File: config.mk
export PLATFORM = sky130hd
export DESIGN_NAME = systolic_array_controller
export DESIGN_NICKNAME = d
export VERILOG_FILES = /design/src/rtl/systolic_array_controller.sv
export SDC_FILE = /design/constraint.sdc
export NUM_CORES = 1
export LEC_CHECK = 0
export ABC_AREA = 1
export BUFFER_PORTS_ARGS = -buffer_cell sky130_fd_sc_hd__buf_2
export CORE_ASPECT_RATIO = 1.4
export CORE_MARGIN = 4
export CORE_UTILIZATION = 46
export CTS_BUF_LIST = sky130_fd_sc_hd__clkbuf_2 sky130_fd_sc_hd__clkbuf_4 sky130_fd_sc_hd__clkbuf_8
export CTS_CLUSTER_DIAMETER = 120
export DETAILED_ROUTE_END_ITERATION = 6
export PLACE_DENSITY = 0.64
export SLEW_MARGIN = 25
export SYNTH_ARGS = -nofsm -noshare
export SYNTH_HDL_FRONTEND = slang
export SYNTH_SLANG_ARGS = --single-unit
File: constraint.sdc
create_clock -name clk -period 2.7 [get_ports clk]
set_input_delay 0.54 -clock clk [delete_from_list [all_inputs] [get_ports clk]]
set_output_delay 0.54 -clock clk [all_outputs]
set_load 0.01 [all_outputs]
File: src/rtl/systolic_array_controller.sv
// ----------------------------------------------------------------------------
// systolic_array_controller
//
// Sequencer for an N x N systolic array of int8 processing elements. A start
// request optionally loads a weight matrix (one column per cycle, last column
// first), then streams M activation vectors with per-row skew and drains the
// results out of the bottom of each column. Every output is a combinational
// decode of the registered state and the live stall input.
//
// Ports
//   clk, n_rst     clock, asynchronous active-low reset
//   start          one-cycle job request, honoured only in IDLE
//   num_vectors    M, vectors in the job (sampled with start)
//   keep_weights   reuse resident weights if present (sampled with start)
//   stall          freezes the sequence and blanks all strobes/valids
//   busy, done     job in progress / one-cycle completion pulse
//   load           array-wide weight load control
//   pe_enable      array-wide PE enable
//   weight_rd_en   weight buffer read strobe, weight_col = column being fed
//   act_rd_en      activation buffer read strobe, act_idx = base time index t
//   row_valid      per-row input-valid mask (row r consumes vector t-r)
//   col_valid      per-column output-valid mask, out_valid = OR of col_valid
//   out_idx        vector index of the result at column 0
// ----------------------------------------------------------------------------
module systolic_array_controller #(
   parameter int N     = 4,
   parameter int CNT_W = 8
) (
   input  logic                 clk,
   input  logic                 n_rst,
   input  logic                 start,
   input  logic [CNT_W-1:0]     num_vectors,
   input  logic                 keep_weights,
   input  logic                 stall,
   output logic                 busy,
   output logic                 done,
   output logic                 load,
   output logic                 pe_enable,
   output logic                 weight_rd_en,
   output logic [$clog2(N)-1:0] weight_col,
   output logic                 act_rd_en,
   output logic [CNT_W-1:0]     act_idx,
   output logic [N-1:0]         row_valid,
   output logic                 out_valid,
   output logic [N-1:0]         col_valid,
   output logic [CNT_W-1:0]     out_idx
);

   // The counter is one bit wider than the vector count so that the longest
   // job (M = 2^CNT_W - 1 with the largest N) never wraps in the compares.
   localparam int W     = CNT_W + 1;
   localparam int COL_W = $clog2(N);

   localparam logic [W-1:0]     N_W      = W'(N);
   localparam logic [W-1:0]     LAST_K   = W'(N - 1);
   localparam logic [W-1:0]     ACT_OFS  = W'(N - 1);
   localparam logic [W-1:0]     LAST_OFS = W'(2 * N - 2);
   localparam logic [COL_W-1:0] LAST_COL = COL_W'(N - 1);

   typedef enum logic [1:0] {
      S_IDLE,
      S_LOAD_W,
      S_COMPUTE,
      S_DONE
   } state_t;

   state_t           state_q, state_d;
   logic [W-1:0]     cnt_q, cnt_d;       // k in LOAD_W, t in COMPUTE
   logic [CNT_W-1:0] m_q, m_d;
   logic             resident_q, resident_d;

   logic [W-1:0] m_w;
   logic [W-1:0] last_t;
   logic [W-1:0] act_end;
   logic         loading, computing, run;

   assign m_w     = {1'b0, m_q};
   assign last_t  = m_w + LAST_OFS;
   assign act_end = m_w + ACT_OFS;

   // NOTE: state registers use non-blocking assignments so every flop samples
   // the pre-edge values, independent of process evaluation order.
   always_ff @(posedge clk or negedge n_rst) begin
      if (!n_rst) begin
         state_q    <= S_IDLE;
         cnt_q      <= '0;
         m_q        <= '0;
         resident_q <= 1'b0;
      end else begin
         state_q    <= state_d;
         cnt_q      <= cnt_d;
         m_q        <= m_d;
         resident_q <= resident_d;
      end
   end

   // NOTE: every signal driven here gets a hold default first, so no path
   // through the case can leave one unassigned and infer a latch.
   always_comb begin
      state_d    = state_q;
      cnt_d      = cnt_q;
      m_d        = m_q;
      resident_d = resident_q;

      case (state_q)
         S_IDLE: begin
            if (start) begin
               m_d   = num_vectors;
               cnt_d = '0;
               if (num_vectors == '0) begin
                  state_d = S_DONE;
               end else if (keep_weights && resident_q) begin
                  state_d = S_COMPUTE;
               end else begin
                  state_d = S_LOAD_W;
               end
            end
         end
         S_LOAD_W: begin
            if (!stall) begin
               if (cnt_q == LAST_K) begin
                  cnt_d      = '0;
                  resident_d = 1'b1;
                  state_d    = S_COMPUTE;
               end else begin
                  cnt_d = cnt_q + W'(1);
               end
            end
         end
         S_COMPUTE: begin
            if (!stall) begin
               if (cnt_q == last_t) begin
                  cnt_d   = '0;
                  state_d = S_DONE;
               end else begin
                  cnt_d = cnt_q + W'(1);
               end
            end
         end
         S_DONE: begin
            state_d = S_IDLE;
         end
         default: begin
            state_d = S_IDLE;
         end
      endcase
   end

   // Output decode. Stall blanks every strobe and valid but leaves busy and
   // the indices alone, so the sequence resumes exactly where it froze.
   always_comb begin
      loading   = (state_q == S_LOAD_W);
      computing = (state_q == S_COMPUTE);
      run       = !stall;

      busy         = loading || computing;
      done         = (state_q == S_DONE);
      pe_enable    = busy && run;
      load         = loading && run;
      weight_rd_en = loading && run;
      weight_col   = loading ? (LAST_COL - cnt_q[COL_W-1:0]) : '0;
      act_rd_en    = computing && run && (cnt_q < act_end);
      act_idx      = computing ? cnt_q[CNT_W-1:0] : '0;
      // Only meaningful while out_valid, where t >= N, so wrapping is harmless.
      out_idx      = computing ? (cnt_q[CNT_W-1:0] - CNT_W'(N)) : '0;

      row_valid = '0;
      col_valid = '0;
      for (int i = 0; i < N; i++) begin
         row_valid[i] = computing && run &&
                        (cnt_q >= W'(i)) && (cnt_q < W'(i) + m_w);
         col_valid[i] = computing && run &&
                        (cnt_q >= N_W + W'(i)) && (cnt_q < N_W + W'(i) + m_w);
      end
      out_valid = |col_valid;
   end

endmodule

# Yosys cells after proc, flatten, opt, wreduce, memory -nomap -nowiden
# Index checks and enable logic that the tools add are counted.
[classes]
reduce_logical = 31
order_cmp = 16
bitwise = 1
eq_ne = 10
n_addsub = 10
muxes = 17
[op_table]
columns = ["operator", "n"]
rows = [
  ["9-bit < comparator", 7],
  ["9-bit two-way mux", 5],
  ["3-bit by 8-bit adder with 9-bit output (first input constant)", 4],
  ["9-bit by 3-bit greater-or-equal comparator with 1-bit output (second input constant)", 4],
  ["9-bit one-hot mux with 3 select lines", 1],
  ["1-bit logical AND", 21],
  ["2-bit by 8-bit adder with 9-bit output (first input constant)", 2],
  ["9-bit by 1-bit greater-or-equal comparator with 1-bit output (second input constant)", 2],
  ["9-bit by 2-bit greater-or-equal comparator with 1-bit output (second input constant)", 2],
  ["2-bit two-way mux", 8],
  ["8-bit two-way mux", 2],
  ["1-bit by 8-bit adder with 9-bit output (first input constant)", 1],
  ["9-bit by 1-bit adder with 9-bit output (second input constant)", 1],
  ["9-bit by 2-bit equality test with 1-bit output (second input constant)", 1],
  ["9-bit equality test", 1],
  ["9-bit by 8-bit < comparator with 1-bit output", 1],
  ["8-bit zero test", 1],
  ["2-bit one-hot mux with 4 select lines", 1],
  ["8-bit by 3-bit subtractor with 8-bit output (second input constant)", 1],
  ["2-bit != test (second input constant)", 3],
  ["5-bit AND reduction", 1],
  ["2-bit equality test (second input constant)", 2],
  ["2-bit by 1-bit != test with 1-bit output (second input constant)", 2],
  ["4-bit AND reduction", 1],
  ["10 further kinds", 10],
]
[word_totals]
elab_cells = 89
regBits = 20
out_inout_bits = 33

# Longest topological paths before layout
[logic_depth]
ltp_word = 5
depth_mapped = 15
depth_no_buf = 15

# Least setup slack after synthesis
# OpenSTA, ideal clock, no wires.
[synth_path]
kind = "register -> output"
startpoint = "register m_q[3]"
endpoint = "output row_valid[2]"
required_ns = 2.160
stages_incl_launch_ff = 10
path_slack_ns = 0.050
arrival_time_ns = 2.110
cell_sequence = "dfrtp_1 > ha_1 > inv_1 > nor3_1 > nand3_1 > ha_1 > a21oi_1 > o21a_1 > nand3_1 > nor3_1"
[synth_via]
elab_chain_len = 3
[synth_lines]
columns = ["element", "line", "rtl"]
rows = [
  ["start, declared", "69", "logic [CNT_W-1:0] m_q, m_d;"],
  ["start signal, assigned", "92", "m_q <= m_d;"],
  ["2-bit by 8-bit adder with 9-bit output", "171", "(cnt_q >= W'(i)) && (cnt_q < W'(i) + m_w);"],
  ["9-bit < comparator", "171", ""],
  ["1-bit logical AND", "171", ""],
  ["end, declared", "43", "output logic [N-1:0] row_valid,"],
]
# No other way between the ends.

# Worst setup path in the final report
[layout_path]
startpoint = "register m_q[2]"
endpoint = "output out_valid"
[layout_via]
elab_chain_len = 4
[layout_lines]
columns = ["element", "line", "rtl"]
rows = [
  ["3-bit by 8-bit adder with 9-bit output", "173", "(cnt_q >= N_W + W'(i)) && (cnt_q < N_W + W'(i) + m_w);"],
  ["9-bit < comparator", "173", ""],
  ["1-bit logical AND", "173", ""],
  ["4-bit OR reduction *", "175", "out_valid = |col_valid;"],
  ["end, declared", "44", "output logic out_valid,"],
]
# Mark *: on every way between the ends. The rest lies on a longest branch, timed or not.

==> impl_metrics.yaml <==
status:
  status: "finished, violations left"
  failed_checks: "setup timing"
routing:
  wl_per_cell_um: 15.7
  finalWirelength_mm: 12.4
  drt_iter0_drc: 190
  dr.pass1.iters: 4
  num_vias: 4159
  viasPerCell: 5.29
  drc: 0
  ant_nets: 0
cells_and_area:
  nFillCells: 751
  layout.cells.non_filler: 786
  antenna_cells: 0
  area_growth_pct: 32.1
  postLayoutCellArea_um2: 5060
  layout_commonest_cell: "nand2_1"
  final_cell_mix: "nand2_1, ha_1, inv_1"
  final_util: 0.621
  drive_above_1_share: 0.308
  nets: 780
clock_tree:
  cts.clk_slew.worst_paths_ps: 80
  clock-root-buffer: "clkbuf_8"
  cts.htree.levels: 1
  clock_latency_ps: 260
  cts_tree: "done"
  cts_made_buffers: 3
  cts.path.max_buffers: 2
  clock-sinks: 20
global_route:
  grt_antenna_before_repair: 0
  grt_overflow: 0
  grtUsageTotal: 0.256
  grt_pass1_vias: 4154
  grt_pass1_wl_mm: 20.2
  grt_max_degree: 21
power:
  power.share.combinational: 0.825
  intPower_mw: 2.12
  fin_total_pwr_mw: 4.57
  power_frac_seq: 0.109
  p_leak_nw: 2.83
  power_density_nw_per_um2: 902
  pwr-share-clk: 0.066
  max-vdd-ir-drop_mv: 0.625
  power.switching_mw: 2.44
  sw_frac_of_total: 0.535
flow_run:
  drv_cap: 0
placed_design:
  port_buffers: 45
  dpl.cell_count: 772
  place.detailed.hpwl_mm: 9.72
  place_congestion: 0.965
  place_area_um2: 4460
  place_worst_setup_slack_ps: -337
synthesis:
  synth_area_leaders: "ha_1, nand2_1, dfrtp_1"
  yosysSeqAreaShare: 0.131
  ys_async_sr_fraction: 1.00
  ys_types: 33
  synth_flop_cell: "dfrtp_1"
  avgSynthCellArea_um2: 6.50
  ys_ff_latch: 20
  yosys.area.top_type: "ha_1"
  synth-edff-count: 0
  syn_nets: 684
  netlist_area_um2: 3830
  synth_top_area_share: 0.268
  synthCells: 589
  yosysWarnings: 0
timing:
  final-setup-viol-count: 9
  fin_skew_ps: 4.98
  grt_setup_unrepaired: "true"
  maxSlewViolCount: 0
  min_period_over_period: 1.10
  layout_min_cycle_time_ps: 2970
  worst_slack_ps: -268
  finalHoldViolCount: 0
  worstMarginPinSlew_ps: 678
  max-slew-margin-rel: 0.548
  fmax_mhz: 337
setup_path:
  reg2reg_to: "cnt_q[3]"
  start_kind: "flop"
  regToRegSetupSlack_ps: 130
  rr_startpoint: "m_q[2]"
  required_ps: 2160
  reg2reg_depth: 15
  cp_max_fo: 6
  worstSetupPathType: "flop to primary output"
  arrival_ps: 2430
  end_kind: "primary output"
die:
  die-area_um2: 9870
  die_width_um: 85.1
  start_util: 0.470
  die_y_um: 116
  core_um2: 8150
  rows: 39
  io-pin-count: 46
min_path:
  hold_class: "input port to async pin"
## state kept, by name (all words and copies together) (netlist names)
name / count
cnt_q: 9
m_q: 8
resident_q: 1
state_q: 2
## cells in the mapped netlist, types with 2 or more instances
| cell type | number |
|---|---|
| buf_4 | 6 |
| nand4_1 | 9 |
| nor3_1 | 6 |
| nand2_2 | 5 |
| buf_6 | 2 |
| nand3_2 | 2 |
| inv_1 | 78 |
| xor2_1 | 25 |
| nor2_1 | 62 |
| xnor2_1 | 3 |
| a21oi_1 | 30 |
| o21bai_1 | 2 |
| o21ai_1 | 5 |
| dfrtp_1 | 20 |
| nand3_1 | 35 |
| ha_1 | 82 |
| nor2_2 | 2 |
| buf_2 | 4 |
| o21a_1 | 3 |
| nand2_1 | 161 |
| clkbuf_1 | 2 |
| inv_2 | 4 |
| nor2_4 | 5 |
| o21ai_0 | 26 |
| o21ai_2 | 2 |
## cell type report
class,count,area (µm²),area share
multi-input cells,472,3300,0.652
repair buffers,105,731,0.144
flip-flops and latches,20,503,0.0994
inverters,83,329,0.0650
well taps,102,128,0.0252
clock buffers,3,41.3,0.00816
clock inverters,1,30.0,0.00593
## cell families (layout without fill, tap and decap cells)
group,Yosys count,after routing,synth area share
AO/OA/AOI/OAI,72,72,0.102
XOR/XNOR,29,29,0.0683
adder cells (fa/ha/maj),82,82,0.268
buffers and inverters,97,192,0.106
flip-flops,20,20,0.131
AND/OR/NAND/NOR,289,289,0.325
## stage by stage
step	setup TNS (ps)	hold slack, ps
6_report	-1800	221
3_5_place_dp	-2360	490
3_3_place_gp	-2670	489
5_1_grt	-3320	239
2_1_floorplan	0	244
4_1_cts	-1600	234
## per-layer routing
| layer | routed length (µm) | GRT usage | vias up |
|---|---|---|---|
| met3 | 487 | 0.0228 | 50 |
| met5 | 0 | 0 | - |
| li1 | - | - | 2077 |
| met1 | 4530 | 0.269 | 1912 |
| met2 | 6620 | 0.496 | 120 |
| met4 | 734 | 0.136 | 0 |
## worst max-delay path by stage
stage	from	end	slack, ps	cells past startpoint
final	m_q[2]	out_valid	-270	15
after global routing	m_q[3]	out_valid	-450	15
after CTS	m_q[2]	out_valid	-260	15
after detailed placement	m_q[2]	out_valid	-340	15
after global placement	m_q[2]	out_valid	-350	15
after floorplan	m_q[3]	row_valid[2]	50	9
## power by group through the flow
| stage | registers (mW) | logic, mW | clock network, mW |
|---|---|---|---|
| 2_1_floorplan | 0.482 | 2.02 | 0 |
| 3_3_place_gp | 0.492 | 3.07 | 0 |
| 3_5_place_dp | 0.495 | 3.13 | 0 |
| 4_1_cts | 0.498 | 3.63 | 0.305 |
| 5_1_grt | 0.518 | 4.16 | 0.317 |
| 6_report | 0.500 | 3.77 | 0.301 |
## critical path, stage by stage, from the launching register on
cell and delay, ps:
dfrtp_2 470, inv_4 90, ha_4 170, inv_4 70, nor2_4 40, a21oi_2 150, xor2_1 230, ha_1 280
nand2_1 70, inv_1 30, o21bai_1 100, nand2_1 60, nor2_1 80, nand2_1 100, nand4_1 80, buf_2 130
## repair_timing
item | in CTS | in global routing
hold buffers | 0 | 0
pin swaps | 61 | 20
endpoints found under the hold margin | 0 | 0
gates resized for setup | 96 | 25
setup endpoints to repair | 18 | 16
buffers inserted | 10 | 3
No activity file was read; power rests on OpenSTA's default activity.
